## config.mk

```make
export PLATFORM = sky130hd
export DESIGN_NAME = multicycle_ctrl
export DESIGN_NICKNAME = d
export VERILOG_FILES = /design/src/rtl/multicycle_ctrl.sv
export SDC_FILE = /design/constraint.sdc
export NUM_CORES = 1
export LEC_CHECK = 0
export CORE_ASPECT_RATIO = 0.6
export CORE_MARGIN = 10
export CORE_UTILIZATION = 47
export CTS_CLUSTER_DIAMETER = 40
export DETAILED_ROUTE_END_ITERATION = 10
export PLACE_DENSITY = 0.82
export SYNTH_ARGS = -nofsm -noshare
export SYNTH_HDL_FRONTEND = slang
export SYNTH_SLANG_ARGS = --single-unit
```

## constraint.sdc

```tcl
create_clock -name clk -period 1.81 [get_ports clk]
set_input_delay 0.362 -clock clk [delete_from_list [all_inputs] [get_ports clk]]
set_output_delay 0.362 -clock clk [all_outputs]
set_load 0.005 [all_outputs]
```

## src/rtl/multicycle_ctrl.sv

```systemverilog
// Moore controller for a multicycle RV32I datapath (lw, sw, R, I-ALU, branch, jal).
// State and counters are registered; control outputs decode from the current state.
module multicycle_ctrl #(
    parameter int CNT_W = 32
) (
    input  logic             clk,
    input  logic             reset_n,
    input  logic [6:0]       op,
    input  logic             zero,
    input  logic             mem_ready,
    output logic             PCWrite,
    output logic             AdrSrc,
    output logic             MemWrite,
    output logic             IRWrite,
    output logic [1:0]       ResultSrc,
    output logic [1:0]       ALUSrcA,
    output logic [1:0]       ALUSrcB,
    output logic [1:0]       ALUOp,
    output logic [1:0]       ImmSrc,
    output logic             RegWrite,
    output logic             illegal,
    output logic [CNT_W-1:0] retired
);
    localparam logic [6:0] OP_LW   = 7'b0000011;
    localparam logic [6:0] OP_SW   = 7'b0100011;
    localparam logic [6:0] OP_R    = 7'b0110011;
    localparam logic [6:0] OP_I    = 7'b0010011;
    localparam logic [6:0] OP_BR   = 7'b1100011;
    localparam logic [6:0] OP_JAL  = 7'b1101111;

    typedef enum logic [3:0] {
        FETCH, DECODE, MEMADR, MEMREAD, MEMWB, MEMWRITE,
        EXECR, EXECI, ALUWB, BRANCH, JAL, TRAP
    } state_t;

    state_t state_reg, state_next;
    logic   retire;
    logic   pc_update, branch, ir_write, mem_write, reg_write;

    always_comb begin
        state_next = state_reg;
        retire     = 1'b0;
        case (state_reg)
            FETCH:    if (mem_ready) state_next = DECODE;
            DECODE: begin
                case (op)
                    OP_LW, OP_SW: state_next = MEMADR;
                    OP_R:         state_next = EXECR;
                    OP_I:         state_next = EXECI;
                    OP_BR:        state_next = BRANCH;
                    OP_JAL:       state_next = JAL;
                    default:      state_next = TRAP;
                endcase
            end
            MEMADR:   state_next = (op == OP_LW) ? MEMREAD : MEMWRITE;
            MEMREAD:  if (mem_ready) state_next = MEMWB;
            MEMWB: begin
                state_next = FETCH;
                retire     = 1'b1;
            end
            MEMWRITE: if (mem_ready) begin
                state_next = FETCH;
                retire     = 1'b1;
            end
            EXECR:    state_next = ALUWB;
            EXECI:    state_next = ALUWB;
            ALUWB: begin
                state_next = FETCH;
                retire     = 1'b1;
            end
            BRANCH: begin
                state_next = FETCH;
                retire     = 1'b1;
            end
            JAL:      state_next = ALUWB;
            TRAP:     state_next = TRAP;
            default:  state_next = FETCH;
        endcase
    end

    always_ff @(posedge clk or negedge reset_n) begin
        if (!reset_n) begin
            state_reg <= FETCH;
            illegal   <= 1'b0;
            retired   <= '0;
        end else begin
            state_reg <= state_next;
            if (state_next == TRAP) illegal <= 1'b1;
            if (retire) retired <= retired + CNT_W'(1);
        end
    end

    always_comb begin
        pc_update = 1'b0;
        branch    = 1'b0;
        ir_write  = 1'b0;
        mem_write = 1'b0;
        reg_write = 1'b0;
        AdrSrc    = 1'b0;
        ResultSrc = 2'b00;
        ALUSrcA   = 2'b00;
        ALUSrcB   = 2'b00;
        ALUOp     = 2'b00;
        case (state_reg)
            FETCH: begin
                ALUSrcB   = 2'b10;
                ResultSrc = 2'b10;
                ir_write  = mem_ready;
                pc_update = mem_ready;
            end
            DECODE: begin
                ALUSrcA = 2'b01;
                ALUSrcB = 2'b01;
            end
            MEMADR: begin
                ALUSrcA = 2'b10;
                ALUSrcB = 2'b01;
            end
            MEMREAD:  AdrSrc = 1'b1;
            MEMWB: begin
                ResultSrc = 2'b01;
                reg_write = 1'b1;
            end
            MEMWRITE: begin
                AdrSrc    = 1'b1;
                mem_write = 1'b1;
            end
            EXECR: begin
                ALUSrcA = 2'b10;
                ALUOp   = 2'b10;
            end
            EXECI: begin
                ALUSrcA = 2'b10;
                ALUSrcB = 2'b01;
                ALUOp   = 2'b10;
            end
            ALUWB:    reg_write = 1'b1;
            BRANCH: begin
                ALUSrcA = 2'b10;
                ALUOp   = 2'b01;
                branch  = 1'b1;
            end
            JAL: begin
                ALUSrcA   = 2'b01;
                ALUSrcB   = 2'b10;
                pc_update = 1'b1;
            end
            default: ;
        endcase
    end

    // Enables are gated by reset_n so a falling reset kills writes in the same cycle.
    assign PCWrite  = reset_n & (pc_update | (branch & zero));
    assign IRWrite  = reset_n & ir_write;
    assign MemWrite = reset_n & mem_write;
    assign RegWrite = reset_n & reg_write;

    always_comb begin
        case (op)
            OP_LW, OP_I: ImmSrc = 2'b00;
            OP_SW:       ImmSrc = 2'b01;
            OP_BR:       ImmSrc = 2'b10;
            OP_JAL:      ImmSrc = 2'b11;
            default:     ImmSrc = 2'b00;
        endcase
    end
endmodule

```

Word level (Yosys, flattened, before mapping)

Index checks and enable logic that the tools add are counted.

Add/sub/neg operators: 1
Equality and inequality tests: 18
Muxes and demuxes: 19
Bitwise logic cells: 6
Reduce and logical (&&, ||, !) cells: 11

Operators with widths:

| operator                                                              | count |
|---|---|
| 32-bit by 1-bit adder with 32-bit output, second input constant       | 1 |
| 4-bit one-hot mux with 7 select lines                                 | 1 |
| 4-bit equality test, second input constant                            | 5 |
| 4-bit one-hot mux with 5 select lines                                 | 1 |
| 4-bit by 3-bit equality test with 1-bit output, second input constant | 4 |
| 2-bit one-hot mux with 2 select lines                                 | 4 |
| 7-bit by 6-bit equality test with 1-bit output, second input constant | 2 |
| 7-bit equality test, second input constant                            | 2 |
| 4-bit 2-to-1 mux                                                      | 3 |
| 2-bit OR reduction                                                    | 6 |
| 3-bit OR reduction                                                    | 3 |
| 4-bit by 2-bit equality test with 1-bit output, second input constant | 2 |
| 7-bit by 2-bit equality test with 1-bit output, second input constant | 1 |
| 7-bit by 5-bit equality test with 1-bit output, second input constant | 1 |
| 1-bit 2-to-1 mux                                                      | 6 |
| 2-bit one-hot mux with 3 select lines                                 | 1 |
| 1-bit bitwise AND                                                     | 5 |
| 4-bit by 1-bit equality test with 1-bit output, second input constant | 1 |
| 4-bit logical NOT                                                     | 1 |
| 1-bit one-hot mux with 2 select lines                                 | 2 |
| 4-bit OR reduction                                                    | 1 |
| 3-bit 2-to-1 mux                                                      | 1 |
| 1-bit bitwise OR                                                      | 1 |

Register bits: 37
Bits of input ports: 11
Output and inout port bits: 48
Logic and storage cells: 58

Longest topological paths before layout

Word-level depth: 5
Gate-level depth with buffers: 6
Depth with buffers taken out: 5

Worst setup path before layout

Ideal clock, no wire load.

Path type: flip-flop to output port
From: register state_reg[0]
To: output PCWrite
Arrival time: 1.324 ns
Required time: 1.448 ns
Setup slack: 0.124 ns
Stages on the path, launching flop included: 5
Buffers on the path: 1
Cell sequence: dfrtp_1 clkbuf_1 nor4_1 and3_1 o21bai_1

Cells in the longest elaborated chain, start to end: 5
Elaborated cells between the ends (all ways): 8
Those cells by class: 2 x eq/ne; 2 x mux; 3 x bitwise; 1 x reduce/logical

Ends and longest elaborated chain:

| element                  | RTL line | text |
|---|---|---|
| start: declaration       | 36       | `state_t state_reg, state_next;` |
| start signal: assignment | 87       | `state_reg <= state_next;` |
| 4-bit equality test      | 104      | `case (state_reg)` |
| 1-bit 2-to-1 mux         | 104      |  |
| 1-bit bitwise AND        | 153      | `assign PCWrite = reset_n & (pc_update \| (branch & zero));` |
| 1-bit bitwise OR (*)     | 153      |  |
| 1-bit bitwise AND (*)    | 153      |  |
| end: declaration         | 11       | `output logic PCWrite,` |

Every way passes the cells marked *; elsewhere a longest branch is shown, timed or not.

Worst setup path after layout

From: register state_reg[2]
To: output PCWrite

The elaborated chain is that of the path after synthesis.

==> summary.md <==
| Metric | Value |
|---|---|
| Status | complete, but fails checks |
| Failing checks | negative setup slack |
| Worst setup path startpoint | state_reg[2] |
| Seq cells post-synth | 37 |
| Max Cap Viol | 0 |
| Arrival @ worst endpoint | 1600 ps |
| Final setup viols | 28 |
| RSZ-0062 raised after global routing | true |
| Cells after Synth | 204 |
| Starting density of the core | 0.490 |
| Final period utilization | 1.09 |
| Clock network power share | 0.138 |
| Clock Skew | 4.98 ps |
| WP data required | 1450 ps |
| Post-synth top area share | 0.456 |
| Row Count | 18 |
| FF-to-FF Start | state_reg[2] |
| Area contributors post-synth | dfrtp_1 46%, xnor2_1 13%, nand4_1 4.6%, nand3_1 3.9%, nand2b_1 2.8% |
| CTS buffer count | 5 |
| Remaining DRCs | 0 |
| Yosys cell types | 41 |
| Cell taking the most area after synthesis | dfrtp_1 |
| Yosys warnings | 0 |
| Asr flop ratio synth | 1.00 |
| Most used standard cell by instance count after synthesis | dfrtp_1 |
| Worst-Skew Late Latency | 290 ps |
| Clock-pin transition on the worst setup and hold timing paths | 70 ps |
| Total Neg Setup Slack | -1410 ps |
| Iter 0 DRT Violations | 201 |
| Min-Delay Path Class | input pin to async pin |
| CP Capture Type | output pin |
| Power Internal | 2.51 mW |
| Tot Pwr | 4.11 mW |
| CTS HTree Levels | 2 |
| Synth-to-Final Area Change | 73.2% |
| Vias in the first global route | 2,176 |
| Worst slew margin | 0.684 |
| Via count | 2,275 |
| Core box area | 4140 µm² |
| Post-route antenna net violation count | 0 |
| Final hold violation count | 0 |
| HPWL Detailed | 4480 µm |
| Synthesized cell area | 2030 µm² |
| Die width | 105 µm |
| DIE HEIGHT | 70.9 µm |
| Sequential fraction of the synthesis area | 0.456 |
| Hold_buf cts | 0 |
| Total Routing Usage GR | 0.184 |
| Initial antenna violation count | 0 |
| Clock Tree Buf Depth | 2 |
| Fmax achieved | 509 MHz |
| Max-slew violation count | 0 |
| Top_reg_cell synth | dfrtp_1 |
| Leak pwr | 1.59 nW |
| Largest net degree at the start of global routing | 38 |
| WHS | 204 ps |
| Tightest Pin Transition | 466 ps |
| Die outline area | 7430 µm² |
| Commonest cells post-synth | 37 x dfrtp_1, 29 x xnor2_1, 16 x nand3_1 |
| First-pass GRT wire length | 11,400 µm |
| Fraction of layout cells with a size suffix above 1 | 0.426 |
| Number of flops mapped to enable cells by yosys | 0 |
| Psw | 1.61 mW |
| Fin crit period | 1970 ps |
| Clk sinks | 37 |
| Drt wl/cell | 23.0 µm |
| Max Fanout on Critical Path | 2 |
| CP startpoint kind | flip-flop |
| Peak supply drop | 635 µV |
| Final worst setup slack | -156 ps |
| Avg Inst Size Synth | 9.95 µm² |
| Total gr overflow | 0 |
| Setup CP Type | flip-flop to output pin |
| Final wirelength | 8890 µm |
| Routability cong. | 0.916 |
| Clock root buffer | clkbuf_8 |
| Antenna Cells | 0 |
| Drt first pass iters | 4 |
| Reg power frac | 0.259 |
| Syn_nets | 216 |
| Vias per inst | 5.89 |
| Comb pwr share | 0.603 |
| NumNets Final | 337 |
| Sw Share | 0.390 |
| Max reg flops | 32 |
| Ports | 59 |
| CTS tree | built |
| PwrDens | 1170 nW/µm² |
| # port buffers | 58 |
worst paths after layout:
path,end,slack (ps),depth (start not counted)
setup / recovery,PCWrite,-160,5
hold / removal,retired[11],200,2
setup reg to reg,retired[13],-150,8
hold reg to reg,illegal,480,1
max in group asynchronous,state_reg[1],1250,2
min in group clk,illegal,480,1
per-stage QoR:
| stage | std cells | cell area (µm²) | worst slack [ps] | utilization |
|---|---|---|---|---|
| after floorplan | 204 | 2030 | 124 | - |
| after global placement | 355 | 2950 | -375 | 0.711 |
| after detailed placement | 355 | 2950 | -453 | 0.711 |
| after CTS | 376 | 3220 | -134 | 0.778 |
| after global routing | 386 | 3520 | -234 | 0.848 |
| final | 386 | 3520 | -156 | 0.848 |
routing by layer:
metal	global-route usage	wire length [µm]	part of all wire	vias to the layer above
li1	-	-	-	967
met1	0.210	3470	0.39	1119
met2	0.330	4170	0.47	142
met3	0.0506	722	0.081	47
met4	0.0561	529	0.059	0
met5	0	0	0	-
kinds of logic after synthesis:
family,Yosys count,share of synthesized area
AOI/OAI and AO/OA,18,0.0573
and+or+nand+nor,103,0.305
DFF,37,0.456
buffers and inverters,10,0.0234
muxes,1,0.00555
adders and majority gates,1,0.00616
xor gates and xnor gates,34,0.147
cell type report:
cell class	instances	area, µm²
Tap cell	60	75.1
Clock buffer	6	72.6
Sequential cell	37	927
Fill cell	206	628
Inverter	2	7.51
Timing Repair Buffer	122	1080
Clock inverter	2	10.0
Multi-Input combinational cell	157	1340
critical path, cell delays in order, from the launching register on:
cell and delay, ps:
dfrtp_1 440, nor4_4 310, and3_1 220, buf_4 110, o21bai_1 100, buf_2 140
repair_timing:
| action | CTS | global route |
|---|---|---|
| cloned | 1 | 0 |
| pin swaps | 9 | 19 |
| setup buffers | 12 | 11 |
| resized for setup | 82 | 60 |
| endpoints found under the setup margin | 21 | 45 |
power groups by stage:
stage	Clock [mW]	Sequential (mW)	Combinational, mW
6_report	0.566	1.06	2.48
5_1_grt	0.599	1.07	2.60
4_1_cts	0.562	1.04	1.86
3_5_place_dp	0	1.03	1.59
3_3_place_gp	0	1.03	1.55
2_1_floorplan	0	1.06	0.647
cell usage in the layout, fill, tap and decap left out, types with 5 or more instances in the layout:
cell             Yosys  final
nand2b_4             0      6
clkdlybuf4s50_1      0     39
buf_6                1     15
dfrtp_1             37     36
nand2_1             13     10
clkbuf_8             0      5
nor2_1              14      8
buf_4                0     52
buf_2                2      9
nand3_1             16     15
xnor2_1             29     26
nand4_1             15     15
and3_1               7      5
Power figures use the tool's default switching activity.
